File: config.mk
export PLATFORM = sky130hd
export DESIGN_NAME = hub_bcast_writer_flat
export DESIGN_NICKNAME = d
export VERILOG_FILES = /design/src/rtl/hub_bcast_writer_pkg.sv /design/src/rtl/hub_bcast_writer_if.sv /design/src/rtl/hub_bcast_writer.sv /design/src/flat_wrapper.sv
export SDC_FILE = /design/constraint.sdc
export NUM_CORES = 1
export LEC_CHECK = 0
export CORE_UTILIZATION = 35
export CTS_CLUSTER_SIZE = 28
export DETAILED_ROUTE_END_ITERATION = 16
export PLACE_DENSITY_LB_ADDON = 0.15
export SLEW_MARGIN = 20
export SYNTH_ARGS = -nofsm -noshare
export SYNTH_HDL_FRONTEND = slang
export SYNTH_SLANG_ARGS = --single-unit
File: constraint.sdc
create_clock -name sysclk -period 4 [get_ports sysclk]
set_input_delay 1 -clock sysclk [delete_from_list [all_inputs] [get_ports sysclk]]
set_output_delay 1 -clock sysclk [all_outputs]
set_load 0.01 [all_outputs]
File: src/rtl/hub_bcast_writer_pkg.sv
// -----------------------------------------------------------------------------
// hub_bcast_writer_pkg
// Shared constants and helpers for the hub broadcast read writer:
//   - hub address space selector and per-board block size
//   - state encoding of the writer FSM
//   - helpers that build the hub write address and the header quadlet
// No ports (package).
// -----------------------------------------------------------------------------
package hub_bcast_writer_pkg;

    // Upper nibble of every hub memory write address
    localparam logic [3:0] ADDR_HUB        = 4'h1;
    // Quadlets reserved per board in hub memory
    localparam int         HUB_BLOCK_QUADS = 32;
    // Width of a quadlet index within a board block
    localparam int         QUAD_W          = $clog2(HUB_BLOCK_QUADS);
    // Header quadlet layout: {sequence[15:0], zero pad, board_id[3:0]}
    localparam int         HDR_SEQ_W       = 16;
    localparam int         HDR_BID_W       = 4;
    localparam int         HDR_PAD_W       = 32 - HDR_SEQ_W - HDR_BID_W;

    typedef enum logic [2:0] {
        ST_IDLE     = 3'd0,
        ST_COUNT    = 3'd1,
        ST_WAIT     = 3'd2,
        ST_SEND_HDR = 3'd3,
        ST_FETCH    = 3'd4,
        ST_SEND     = 3'd5,
        ST_PEND     = 3'd6
    } state_e;

    // Hub write address: {ADDR_HUB, 3'b000, board_id, quad}
    function automatic logic [15:0] hub_addr(input logic [HDR_BID_W-1:0] bid,
                                             input logic [QUAD_W-1:0]    quad);
        return {ADDR_HUB, 3'b000, bid, quad};
    endfunction

    // Header quadlet carrying the broadcast sequence and the sender's id
    function automatic logic [31:0] hdr_quad(input logic [HDR_SEQ_W-1:0] seq,
                                             input logic [HDR_BID_W-1:0] bid);
        return {seq, {HDR_PAD_W{1'b0}}, bid};
    endfunction

    // Saturating 8-bit increment
    function automatic logic [7:0] sat_inc8(input logic [7:0] v);
        return (v == 8'hFF) ? v : v + 8'h01;
    endfunction

endpackage

File: src/rtl/hub_bcast_writer_if.sv
// -----------------------------------------------------------------------------
// hub_bcast_writer_if
// Write-request stream from the broadcast writer to the packet transmitter.
//   tx_valid  write request valid (writer -> transmitter)
//   tx_ready  transmitter accepts   (transmitter -> writer)
//   tx_addr   16-bit hub quadlet address
//   tx_data   32-bit quadlet payload
//   tx_last   final quadlet of the board block
// Modports: master = writer side, slave = transmitter side.
// -----------------------------------------------------------------------------
interface hub_bcast_writer_if;
    logic        tx_valid;
    logic        tx_ready;
    logic [15:0] tx_addr;
    logic [31:0] tx_data;
    logic        tx_last;

    modport master (output tx_valid, output tx_addr, output tx_data,
                    output tx_last,  input  tx_ready);
    modport slave  (input  tx_valid, input  tx_addr, input  tx_data,
                    input  tx_last,  output tx_ready);
endinterface

File: src/rtl/hub_bcast_writer.sv
// -----------------------------------------------------------------------------
// hub_bcast_writer
// Board-side responder to a hub broadcast read. On a request whose mask
// includes this board, it ranks the board among the set mask bits (serially,
// one bit per cycle), waits rank*SLOT_CYCLES cycles, then writes a header
// quadlet and NUM_QUADS-1 status quadlets into this board's hub region.
// Ports:
//   sysclk, reset      clock, synchronous active-high reset
//   board_id           this board's number (sampled with bcast_req)
//   bcast_req          one-cycle broadcast request strobe
//   bcast_data         {sequence[31:16], board_mask[15:0]}
//   src_addr/src_data  status source; data valid one cycle after address
//   tx                 write-request stream (master modport)
//   busy               high whenever the FSM is not idle
//   missed             saturating count of dropped requests
// -----------------------------------------------------------------------------
module hub_bcast_writer
    import hub_bcast_writer_pkg::*;
#(
    parameter int NUM_QUADS   = 16,
    parameter int SLOT_CYCLES = 800
) (
    input  logic                       sysclk,
    input  logic                       reset,
    input  logic [3:0]                 board_id,
    input  logic                       bcast_req,
    input  logic [31:0]                bcast_data,
    output logic [4:0]                 src_addr,
    input  logic [31:0]                src_data,
    hub_bcast_writer_if.master         tx,
    output logic                       busy,
    output logic [7:0]                 missed
);

    localparam logic [QUAD_W-1:0] LAST_QUAD = QUAD_W'(NUM_QUADS - 1);
    localparam logic [23:0]       SLOT_LEN  = 24'(SLOT_CYCLES);

    state_e             state_r;
    logic [15:0]        seq_r;
    logic [15:0]        mask_r;
    logic [3:0]         bid_r;
    logic [3:0]         rank_r;
    logic [3:0]         bit_r;
    logic [23:0]        wait_r;
    logic [QUAD_W-1:0]  quad_r;
    logic               pend_valid_r;
    logic [15:0]        pend_seq_r;
    logic [15:0]        pend_mask_r;
    logic [3:0]         pend_bid_r;
    logic               tx_valid_r;
    logic               tx_last_r;
    logic [15:0]        tx_addr_r;
    logic [31:0]        data_r;
    logic               pass_r;
    logic [4:0]         src_addr_r;
    logic               busy_r;
    logic [7:0]         missed_r;

    logic               hs_s;
    logic               launch_s;
    logic               missed_inc_s;
    logic [15:0]        req_seq_s;
    logic [15:0]        req_mask_s;
    logic [3:0]         req_bid_s;
    logic               req_own_s;

    // Request selection: a live strobe always wins over the stored pending one
    always_comb begin
        hs_s       = tx_valid_r & tx.tx_ready;
        req_seq_s  = pend_seq_r;
        req_mask_s = pend_mask_r;
        req_bid_s  = pend_bid_r;
        if (bcast_req) begin
            req_seq_s  = bcast_data[31:16];
            req_mask_s = bcast_data[15:0];
            req_bid_s  = board_id;
        end else begin
            req_seq_s  = pend_seq_r;
            req_mask_s = pend_mask_r;
            req_bid_s  = pend_bid_r;
        end
        req_own_s = req_mask_s[req_bid_s];
    end

    // Launch/drop decisions: restart in IDLE/COUNT/WAIT, service stored request in PEND
    always_comb begin
        launch_s     = 1'b0;
        missed_inc_s = 1'b0;
        case (state_r)
            ST_IDLE: begin
                launch_s = bcast_req;
            end
            ST_COUNT, ST_WAIT: begin
                launch_s     = bcast_req;
                missed_inc_s = bcast_req;
            end
            ST_PEND: begin
                launch_s     = 1'b1;
                missed_inc_s = bcast_req;
            end
            ST_SEND_HDR, ST_FETCH, ST_SEND: begin
                missed_inc_s = bcast_req & pend_valid_r;
            end
            default: begin
                launch_s     = 1'b0;
                missed_inc_s = 1'b0;
            end
        endcase
    end

    // Writer FSM with registered stream outputs
    always_ff @(posedge sysclk) begin
        if (reset) begin
            state_r      <= ST_IDLE;
            seq_r        <= 16'h0000;
            mask_r       <= 16'h0000;
            bid_r        <= 4'h0;
            rank_r       <= 4'h0;
            bit_r        <= 4'h0;
            wait_r       <= 24'h000000;
            quad_r       <= '0;
            pend_valid_r <= 1'b0;
            pend_seq_r   <= 16'h0000;
            pend_mask_r  <= 16'h0000;
            pend_bid_r   <= 4'h0;
            tx_valid_r   <= 1'b0;
            tx_last_r    <= 1'b0;
            tx_addr_r    <= 16'h0000;
            data_r       <= 32'h0000_0000;
            pass_r       <= 1'b0;
            src_addr_r   <= 5'd0;
            busy_r       <= 1'b0;
            missed_r     <= 8'h00;
        end else begin
            if (missed_inc_s) begin
                missed_r <= sat_inc8(missed_r);
            end

            if (launch_s) begin
                seq_r        <= req_seq_s;
                mask_r       <= req_mask_s;
                bid_r        <= req_bid_s;
                rank_r       <= 4'h0;
                bit_r        <= 4'h0;
                pend_valid_r <= 1'b0;
                busy_r       <= req_own_s;
                state_r      <= req_own_s ? ST_COUNT : ST_IDLE;
            end else begin
                case (state_r)
                    ST_IDLE: begin
                        busy_r <= 1'b0;
                    end
                    ST_COUNT: begin
                        // Rank = number of lower-numbered boards present in the mask
                        if ((bit_r < bid_r) && mask_r[bit_r]) begin
                            rank_r <= rank_r + 4'd1;
                        end
                        if (bit_r == 4'd15) begin
                            // Bit 15 can never be below board_id, so rank_r is final here
                            wait_r  <= {20'h00000, rank_r} * SLOT_LEN;
                            state_r <= ST_WAIT;
                        end else begin
                            bit_r <= bit_r + 4'd1;
                        end
                    end
                    ST_WAIT: begin
                        if (wait_r == 24'h000000) begin
                            state_r    <= ST_SEND_HDR;
                            tx_valid_r <= 1'b1;
                            tx_last_r  <= 1'b0;
                            tx_addr_r  <= hub_addr(bid_r, '0);
                            data_r     <= hdr_quad(seq_r, bid_r);
                            quad_r     <= '0;
                        end else begin
                            wait_r <= wait_r - 24'h000001;
                        end
                    end
                    ST_SEND_HDR: begin
                        if (hs_s) begin
                            tx_valid_r <= 1'b0;
                            quad_r     <= QUAD_W'(1);
                            src_addr_r <= 5'd1;
                            state_r    <= ST_FETCH;
                        end
                    end
                    ST_FETCH: begin
                        tx_valid_r <= 1'b1;
                        tx_addr_r  <= hub_addr(bid_r, quad_r);
                        tx_last_r  <= (quad_r == LAST_QUAD);
                        pass_r     <= 1'b1;
                        state_r    <= ST_SEND;
                    end
                    ST_SEND: begin
                        // First SEND cycle forwards src_data live and captures it for any stall
                        if (pass_r) begin
                            data_r <= src_data;
                            pass_r <= 1'b0;
                        end
                        if (hs_s) begin
                            tx_valid_r <= 1'b0;
                            tx_last_r  <= 1'b0;
                            if (tx_last_r) begin
                                state_r <= (pend_valid_r | bcast_req) ? ST_PEND : ST_IDLE;
                                busy_r  <= pend_valid_r | bcast_req;
                            end else begin
                                quad_r     <= quad_r + QUAD_W'(1);
                                src_addr_r <= 5'(quad_r + QUAD_W'(1));
                                state_r    <= ST_FETCH;
                            end
                        end
                    end
                    default: begin
                        state_r <= ST_IDLE;
                    end
                endcase

                // Requests arriving while streaming are parked (latest one wins)
                if ((state_r == ST_SEND_HDR || state_r == ST_FETCH || state_r == ST_SEND) && bcast_req) begin
                    pend_valid_r <= 1'b1;
                    pend_seq_r   <= bcast_data[31:16];
                    pend_mask_r  <= bcast_data[15:0];
                    pend_bid_r   <= board_id;
                end
            end
        end
    end

    assign tx.tx_valid = tx_valid_r;
    assign tx.tx_last  = tx_last_r;
    assign tx.tx_addr  = tx_addr_r;
    assign tx.tx_data  = pass_r ? src_data : data_r;
    assign src_addr    = src_addr_r;
    assign busy        = busy_r;
    assign missed      = missed_r;

endmodule

File: src/flat_wrapper.sv
// flat-port wrapper written by rule: the top's interface ports become plain ports
module hub_bcast_writer_flat import hub_bcast_writer_pkg::*;
#(
    parameter int NUM_QUADS   = 16,
    parameter int SLOT_CYCLES = 800
)
  (sysclk, reset, board_id, bcast_req, bcast_data, src_addr, src_data, busy, missed, tx_tx_valid, tx_tx_addr, tx_tx_data, tx_tx_last, tx_tx_ready);
  hub_bcast_writer_if tx_i ();
  input  logic sysclk;
  input  logic reset;
  input  logic [3:0] board_id;
  input  logic bcast_req;
  input  logic [31:0] bcast_data;
  output logic [4:0] src_addr;
  input  logic [31:0] src_data;
  output logic busy;
  output logic [7:0] missed;
  output wire logic [$bits(tx_i.tx_valid)-1:0] tx_tx_valid;
  output wire logic [$bits(tx_i.tx_addr)-1:0] tx_tx_addr;
  output wire logic [$bits(tx_i.tx_data)-1:0] tx_tx_data;
  output wire logic [$bits(tx_i.tx_last)-1:0] tx_tx_last;
  input wire logic [$bits(tx_i.tx_ready)-1:0] tx_tx_ready;
  assign tx_tx_valid = tx_i.tx_valid;
  assign tx_tx_addr = tx_i.tx_addr;
  assign tx_tx_data = tx_i.tx_data;
  assign tx_tx_last = tx_i.tx_last;
  assign tx_i.tx_ready = tx_tx_ready;
  hub_bcast_writer #(.NUM_QUADS(NUM_QUADS), .SLOT_CYCLES(SLOT_CYCLES)) u_core (.sysclk(sysclk), .reset(reset), .board_id(board_id), .bcast_req(bcast_req), .bcast_data(bcast_data), .src_addr(src_addr), .src_data(src_data), .tx(tx_i), .busy(busy), .missed(missed));
endmodule
# Word level (Yosys, flattened, before mapping)
# Cells that the tools add are included.
dict set report word_totals {
  reg_bits 178
  inputBits 72
  output_inout_bits 64
  word_cells 133
}
dict set report op_classes {
  add_sub_neg 5
  n_mul 1
  n_lt_le_gt_ge 3
  eq_ne 22
  mux 42
  n_bitwise 6
  reduce_logical 34
}
# op n
set op_table {}
lappend op_table {{$mux W32} 2}
lappend op_table {{$pmux W32 S2} 1}
lappend op_table {{$mux W16} 3}
lappend op_table {{$mux W24} 2}
lappend op_table {{$pmux W24 S2} 1}
lappend op_table {{$pmux W16 S2} 1}
lappend op_table {{$logic_not A24 Y1} 1}
lappend op_table {{$sub A24 B1 Y24 const B} 1}
lappend op_table {{$mux W3} 7}
lappend op_table {{$mux W5} 4}
lappend op_table {{$pmux W3 S6} 1}
lappend op_table {{$ne A3 B1 Y1 const B} 5}
lappend op_table {{$pmux W5 S3} 1}
lappend op_table {{$ne A2 B1 Y1 const B} 6}
lappend op_table {{$reduce_and A4 Y1} 3}
lappend op_table {{$reduce_bool A3 Y1} 4}
lappend op_table {{$lt A4 B5 Y1 const B} 2}
lappend op_table {{$pmux W5 S2} 1}
lappend op_table {{$reduce_and A2 Y1} 5}
lappend op_table {{$reduce_and A5 Y1} 2}
lappend op_table {{$reduce_bool A2 Y1} 5}
lappend op_table {{$eq A3 B3 Y1 const B} 3}
lappend op_table {{$mul A4 B5 Y9 const B} 1}
lappend op_table {{$mux W1} 9}
lappend op_table {{other kinds (24)} 42}

# Depth between registers and ports, before layout
# Gate-level depths: netlist of the first run.
dict set report logic_depth {
  ltp_word 6
  mapped_depth 11
  mapped_depth_nobuf 11
}

# Least setup slack after synthesis of the first run
# Ideal clock, no wire load.
dict set report synth_timing {
  path_kind {input port to flip-flop}
  startpoint {in bcast_req}
  endpoint {reg u_core.wait_r[14]}
  setup_ns 0.128
  t_arrival_ns 2.654
  required_ns 3.872
  slack_ns 1.218
  cell_stages 6
  path_buffers 1
  path_cell_list {mux2_2 and2_0 nor3_1 or2_2 clkbuf_1 nor2_1}
}
dict set report synth_between {
  elab_chain_cells 3
}
# element line
set synth_rtl {}
lappend synth_rtl {{from (decl)} flat_wrapper.sv:12} ;# input logic bcast_req;
lappend synth_rtl {{$pmux W1 S2} hub_bcast_writer.sv:89} ;# case (state_r)
lappend synth_rtl {{$not A1 Y1 (no line)} --}
lappend synth_rtl {{$reduce_and A4 Y1 (no line)} --}
lappend synth_rtl {{to (signal assigned)} hub_bcast_writer.sv:160} ;# wait_r <= {20'h00000, rank_r} * SLOT_LEN;
lappend synth_rtl {{to (signal assigned)} hub_bcast_writer.sv:175} ;# wait_r <= wait_r - 24'h000001;
lappend synth_rtl {{to (decl)} hub_bcast_writer.sv:44} ;# logic [23:0] wait_r;
# Every way passes these cells.
# A chain may end at the register's enable or synchronous reset.

# Worst setup path in the final report of the first run
dict set report layout_timing {
  startpoint {reg u_core.pass_r}
  endpoint {out tx_tx_data[31]}
}
dict set report layout_between {
  elab_chain_cells 1
}
# element line
set layout_rtl {}
lappend layout_rtl {{from (decl)} hub_bcast_writer.sv:54} ;# logic pass_r;
lappend layout_rtl {{from (signal assigned)} hub_bcast_writer.sv:130} ;# pass_r <= 1'b0;
lappend layout_rtl {{from (signal assigned)} hub_bcast_writer.sv:190} ;# pass_r <= 1'b1;
lappend layout_rtl {{from (signal assigned)} hub_bcast_writer.sv:197} ;# pass_r <= 1'b0;
lappend layout_rtl {{$mux W32} --}
lappend layout_rtl {{to (decl)} flat_wrapper.sv:20} ;# output wire logic [$bits(tx_i.tx_data)-1:0] tx_tx_data;
# Every way passes these cells.

==> summary.md, run 1 <==
| Metric | Value |
|---|---|
| Status | `finished, final reports clean` |
| CP delay by family, top | `buffers and inverters` |
| Max FO, Critical Path | `26` |
| Reg power frac | `between 40 and 50%` |
| Drc violations | `0` |
| # port buffers | `129` |
| Max-cap violation count | `0` |
| R2R setup slack | `1100 ps` |
| Sw Ratio | `between 20% and 30%` |
| First-pass GRT wire length | `approximately 38 mm` |
| Antenna violations before repair | `0` |
| Ys async rst share | `0%` |
| Cell variety after synth | `65` |
| Largest net degree at the start of global routing | `between 60 and 70` |
| Endpoints failing setup | `0` |
| Worst Hold Class | `register to register` |
| WP buf/inv | `2` |
| Sw power | `1.03 mW` |
| RSZ-0062 raised after global routing | `no` |
| Skew-Pair Late Insertion Delay | `between 400 and 500 ps` |
| Synth Register Bits | `about 170` |
| Avg WL per Cell | `~16 um` |
| Slowest cell on the critical path | `dfxtp_1` |
| Post-route ant nets | `0` |
| Fmax | `~0.30 GHz` |
| Tot Pwr | `between 3 and 4 mW` |
| P_int | `2.80 mW` |
| Routability cong. | `about 0.81` |
| Drt via density | `5.19` |
| DPL Wire Length | `roughly 16 mm` |
| Leakage | `4.00 nW` |
| Cell Pwr Density | `roughly 350 mW/mm^2` |
| Crit Path Category | `register to primary output` |
| CP endpoint kind | `primary output` |
| Final min period | `3380 ps` |
| Total clock sinks | `about 170` |
| Syn Inst Count | `1007` |
| Yosys warns | `0` |
| Vias in the first global route | `between 6000 and 7000` |
| CTS Hold Bufs | `0` |
| Sequential fraction of the synthesis area | `39.8%` |
| Syn avg cell area | `8.58 sq um` |
| Peak VDD IR | `0.000233 V` |
| Gr ovfl total | `0` |
| Starting Density | `35.6%` |
| Post-synth EDFFs | `0` |
| Crit path DAT | `between 2000 and 2500 ps` |
| Synth area leaders | `dfxtp_1, nand2_1, mux2i_1` |
| Post-CTS resize count | `0` |
| TritonCTS clock tree | `yes` |
| H-tree levels | `4` |
| Drt total wl | `23.5 mm` |
| CTS Buf Count | `17` |
| Final #Nets | `1197` |
| Max transition margin | `between 40% and 50%` |
| Die area | `~0.025 sq mm` |
| Slew at the pin with the worst max-slew slack | `between 800 and 900 ps` |
| GR Util All Layers | `a little under a fifth` |
| Main flop type after synthesis | `dfxtp_1` |
| Crit path largest cell delay | `approximately 600 ps` |
| Die width | `approximately 160 um` |
| Cell taking the most area after synthesis | `dfxtp_1` |
| Hold Fails Final Rpt | `0` |
| Synth top area share | `39.8%` |
| Total iterations of the first detailed-routing run | `5` |
| Post-Syn Area | `approximately 0.0086 sq mm` |
| Cell Chain, Critical Path | `buf_4 > mux2_2 > clkdlybuf4s50_1` |
| Period Utilization, post-route | `about 84%` |
| Post-CTS setup buffer count | `0` |
| Critical path launch point type | `register` |
| Clock share of power | `45.3%` |
| Fin Clk Skew | `about 16 ps` |
| Core Region | `roughly 0.024 sq mm` |
| Die Y | `between 150 and 200 um` |
| Syn-to-layout area delta | `25.0%` |
| Required time of the critical path | `3000 ps` |
| Share of cells above drive strength 1 | `roughly a tenth` |
| Via count | `around 7500` |
| Setup TNS | `0 ps` |
| Initial drt markers | `around 530` |
| Max-slew violations | `0` |
| Max clock buf depth | `2` |
| Ant diodes | `0` |
| Num ports | `136` |
| Clk slew on worst S/H paths | `about 70 ps` |
| Row cnt | `57` |
| Comb pwr share | `under 10%` |
| CTS Root Cell | `clkbuf_16` |
-- layout by cell type (no fill, tap or decap), types with 19 or more instances in the layout --
cell	synthesis	layout
dfxtp_1	172	172
nand2_1	138	138
clkdlybuf4s50_1	0	127
nor2_1	110	110
a21oi_1	88	88
mux2i_1	48	48
a211oi_1	37	37
mux2_2	35	35
nand2b_1	27	27
o211ai_1	24	24
o21ai_0	20	20
ha_1	20	20
buf_4	6	19
-- Yosys cell counts (all sizes together), types with 16 or more instances --
cell type  count
a211oi        37
a21oi         88
buf           17
clkbuf        57
dfxtp        172
ha            20
inv           18
mux2          35
mux2i         48
nand2        139
nand2b        27
nor2         111
nor3          16
o211ai        24
o21ai         23
-- kinds of logic after synthesis --
kind of cell | Yosys count | share of synthesized area (%)
compound gates | 228 | 17.1
mux | 93 | 12.7
simple gates | 373 | 20.1
xor+xnor | 27 | 2.74
flops | 172 | 39.8
buf+inv | 92 | 4.33
other cells | 1 | 0.0434
fa+ha+maj | 21 | 3.13
-- state kept, by name, indices dropped and copies added (netlist names), 8 cells and up --
name	cells
u_core.data_r	32
u_core.mask_r	16
u_core.missed	8
u_core.pend_mask_r	16
u_core.pend_seq_r	16
u_core.seq_r	16
u_core.tx.tx_addr	10
u_core.wait_r	24
-- routing by layer --
layer / track usage (%) / wire (um) / vias to the layer above
met4: 5.59 / 251 / 0
met1: 27.4 / 12100 / 3520
met3: 2.97 / 788 / 19
li1: - / - / 3786
met5: 0 / 0 / -
met2: 28.0 / 10400 / 153
-- metrics by stage --
step                      hold WS, ps  util [%]  instance area, sq um  setup WS, ps  instances
after floorplan                   434         -                  8660          1220       1012
after global placement            440      42.0                 10200           786       1409
after detailed placement          446      42.0                 10200           796       1409
after CTS                         456      44.5                 10800           625       1441
after global routing              468      44.5                 10800           552       1441
final                             453      44.5                 10800           621       1441
-- layout make-up --
| cell class | count | area, sq um |
|---|---|---|
| clock buffers | 17 | 425 |
| clock inverters | 15 | 190 |
| fillers | 2401 | 13400 |
| multi-input cells | 748 | 4850 |
| inverters | 18 | 67.6 |
| repair buffers | 147 | 1420 |
| well taps | 324 | 405 |
| flip-flops and latches | 172 | 3440 |
-- worst reg2reg max path: cells and delay by family, from the launching register on --
family	cells	cell delay [ps]
simple gates	4	2120
flops	1	360
compound gates	2	260
-- path summary, 6_finish.rpt --
path                            cells after the start                  to          startpoint
worst max-delay path                                3      tx_tx_data[31]       u_core.pass_r
worst min-delay path                                2  u_core.src_addr[3]  u_core.src_addr[3]
worst max register to register                      6   u_core.wait_r[13]   u_core.wait_r[16]
worst min register to register                      2  u_core.src_addr[3]  u_core.src_addr[3]
-- power groups by stage --
stage	logic (mW)	clock network [mW]	registers, mW
global placement	0.331	0	1.80
detailed placement	0.332	0	1.80
global route	0.363	1.84	1.77
finish	0.331	1.74	1.76
floorplan	0.203	0	1.79
CTS	0.333	1.78	1.76
Power figures use the tool's default switching activity.
==> inputs of run 2 (changes only) <==
Clock period 4 ns to 3 ns, I/O delays scaled along.
==> run 2 against run 1 <==
Effect of this change: sequential cell count did not move; first-iteration DRC count rose by 3.9%; hold slack got worse by 1.7 ps; largest cell class unchanged; global-route usage fell by 0.11 points.
==> summary.md, run 2 (synthesized netlist as in run 1, its figures left out) <==
| Metric | Value |
|---|---|
| Die area | `0.0253 sq mm (unchanged)` |
| Largest net degree at the start of global routing | `98 (+46%)` |
| Drt total wl | `23.3 mm (-0.65%)` |
| Endpoints failing setup | `0 (unchanged)` |
| Regs by FF count | `u_core.data_r x32, u_core.wait_r x24` |
| CTS Buf Count | `17 (unchanged)` |
| R2R setup slack | `330 ps (-770 ps)` |
| Leakage | `4.06 nW (+1.5%)` |
| R2R Path End | `u_core.wait_r[13]` |
| Worst Hold Class | `register to register` |
| Post-CTS resize count | `0 (unchanged)` |
| Most common cell after layout, fill and taps aside | `dfxtp_1` |
| Initial drt markers | `555 (+3.9%)` |
| Fin Clk Skew | `16.8 ps (+1.24 ps)` |
| Antenna violations before repair | `0 (unchanged)` |
| Reg2Reg Depth | `6 (unchanged)` |
| Hold Path Depth | `2 (unchanged)` |
| Routability cong. | `0.841 (+4.3%)` |
| RSZ-0062 raised after global routing | `no` |
| Crit Path Category | `register to primary output` |
| CP endpoint kind | `primary output` |
| Fmax | `between 0.3 and 0.4 GHz` |
| HP Start | `u_core.tx.tx_addr[12]` |
| Crit path DAT | `2080 ps (-300 ps)` |
| Most frequent cells in the layout | `dfxtp_1, nand2_1, clkdlybuf4s50_1, nor2_1, a21oi_1` |
| # port buffers | `129 (unchanged)` |
| Total iterations of the first detailed-routing run | `5 (unchanged)` |
| Via count | `7512 (+0.45%)` |
| Crit path largest cell delay | `500 ps (-90 ps)` |
| Final min period | `between 2000 and 3000 ps` |
| Finished Cell Area | `0.0109 sq mm (+0.97%)` |
| Biggest register | `u_core.data_r` |
| Max-slew violations | `0 (unchanged)` |
| Critical path launch point type | `register` |
| Max-cap violation count | `0 (unchanged)` |
| Drt via density | `5.17 (-0.44%)` |
| Post-CTS setup buffer count | `0 (unchanged)` |
| Status | `finished, final reports clean` |
| WP buf/inv | `2 (unchanged)` |
| Largest register FFs | `32 (unchanged)` |
| Die width | `159 um (unchanged)` |
| H-tree levels | `4 (unchanged)` |
| Setup TNS | `0 ps (unchanged)` |
| Core Region | `0.0242 sq mm (unchanged)` |
| Die Y | `159 um (unchanged)` |
| Placed insts | `1422 (+0.92%)` |
| First-pass GRT wire length | `38.2 mm (unchanged)` |
| Post-route ant nets | `0 (unchanged)` |
| CP delay by family, top | `buffers and inverters` |
| Non-filler cells, final | `1454 (+0.90%)` |
| GR Util All Layers | `18.6% (-0.11 points)` |
| Slowest cell on the critical path | `clkdlybuf4s50_1` |
| Hold Path Sink | `u_core.tx.tx_addr[12]` |
| Drc violations | `0 (unchanged)` |
| Ant diodes | `0 (unchanged)` |
| Period Utilization, post-route | `94.2%` |
| Skew-Pair Late Insertion Delay | `440 ps (about the same)` |
| Hold Fails Final Rpt | `0 (unchanged)` |
| Slew at the pin with the worst max-slew slack | `839 ps (+13.7 ps)` |
| Share of cells above drive strength 1 | `10.9% (+1.0 points)` |
| Peak VDD IR | `0.000340 V (+46%)` |
| Max transition margin | `43.6% (-1.3 points)` |
| Max FO, Critical Path | `32 (+23%)` |
| R2r startpoint | `u_core.wait_r[16]` |
| Final #Nets | `1210 (+1.1%)` |
| Avg WL per Cell | `16.0 um (-1.5%)` |
| TritonCTS clock tree | `yes` |
| Required time of the critical path | `2250 ps (-750 ps)` |
| DP Area | `0.0103 sq mm (+1.2%)` |
| Row cnt | `57 (unchanged)` |
| Clk slew on worst S/H paths | `70 ps (about the same)` |
| Gr ovfl total | `0 (unchanged)` |
| CTS Hold Bufs | `0 (unchanged)` |
| CTS Root Cell | `clkbuf_16` |
| Starting Density | `35.6% (unchanged)` |
| Total clock sinks | `172 (unchanged)` |
| Cell Chain, Critical Path | `buf_4 > mux2_2 > clkdlybuf4s50_1` |
| Max clock buf depth | `2 (unchanged)` |
| DPL Wire Length | `16.2 mm (+0.13%)` |
| Num ports | `136 (unchanged)` |
| Vias in the first global route | `7136 (+3.6%)` |
| Syn-to-layout area delta | `26.2%` |
| Cell Pwr Density | `464 mW/mm^2 (+31%)` |
-- run 2: worst max-delay path by stage --
stage	end	from	cells after the start
3_5_place_dp	u_core.busy	board_id[0]	6
4_1_cts	tx_tx_data[3]	u_core.pass_r	3
5_1_grt	tx_tx_data[15]	u_core.pass_r	3
3_3_place_gp	tx_tx_data[28]	src_data[28]	3
2_1_floorplan	u_core.wait_r[14]	bcast_req	6
6_report	tx_tx_data[25]	u_core.pass_r	3
-- run 2: area by class of cell --
| class | instances | area (sq um) |
|---|---|---|
| clock buffers | 17 | 425 |
| clock inverters | 15 | 173 |
| fillers | 2429 | 13300 |
| inverters | 18 | 67.6 |
| multi-input cells | 748 | 4850 |
| flip-flops and latches | 172 | 3440 |
| well taps | 324 | 405 |
| repair buffers | 160 | 1540 |
-- run 2: through the flow --
step	hold WS, ps	worst slack [ps]	power (mW)	utilization (%)
4_1_cts	455	149	5.13	45.0
6_report	452	173	5.06	45.0
3_5_place_dp	446	276	2.87	42.5
5_1_grt	468	82.4	5.25	45.0
2_1_floorplan	434	468	2.66	-
3_3_place_gp	440	266	2.87	42.5
-- run 2: per-layer routing --
metal	share of wire, %	GRT usage [%]	vias up	wire length, um
li1	-	-	3806	-
met1	51	26.8	3523	11900
met2	44	28.3	160	10300
met3	3.3	3.02	23	770
met4	1.6	5.51	0	379
met5	0	0	-	0
-- run 2: power breakdown --
part           total, mW  switching [mW]  leakage, nW  internal (mW)
sequential          2.35          0.0263         1.39           2.32
combinational      0.470           0.250         2.38          0.220
clock               2.24            1.05        0.287           1.19
-- run 2: worst reg2reg max path: stages, from the launching register on --
cell	delay (ps)
dfxtp_1	360
or4_4	570
or4_4	490
or3_1	560
and2_1	290
o21ai_0	170
a21oi_1	80
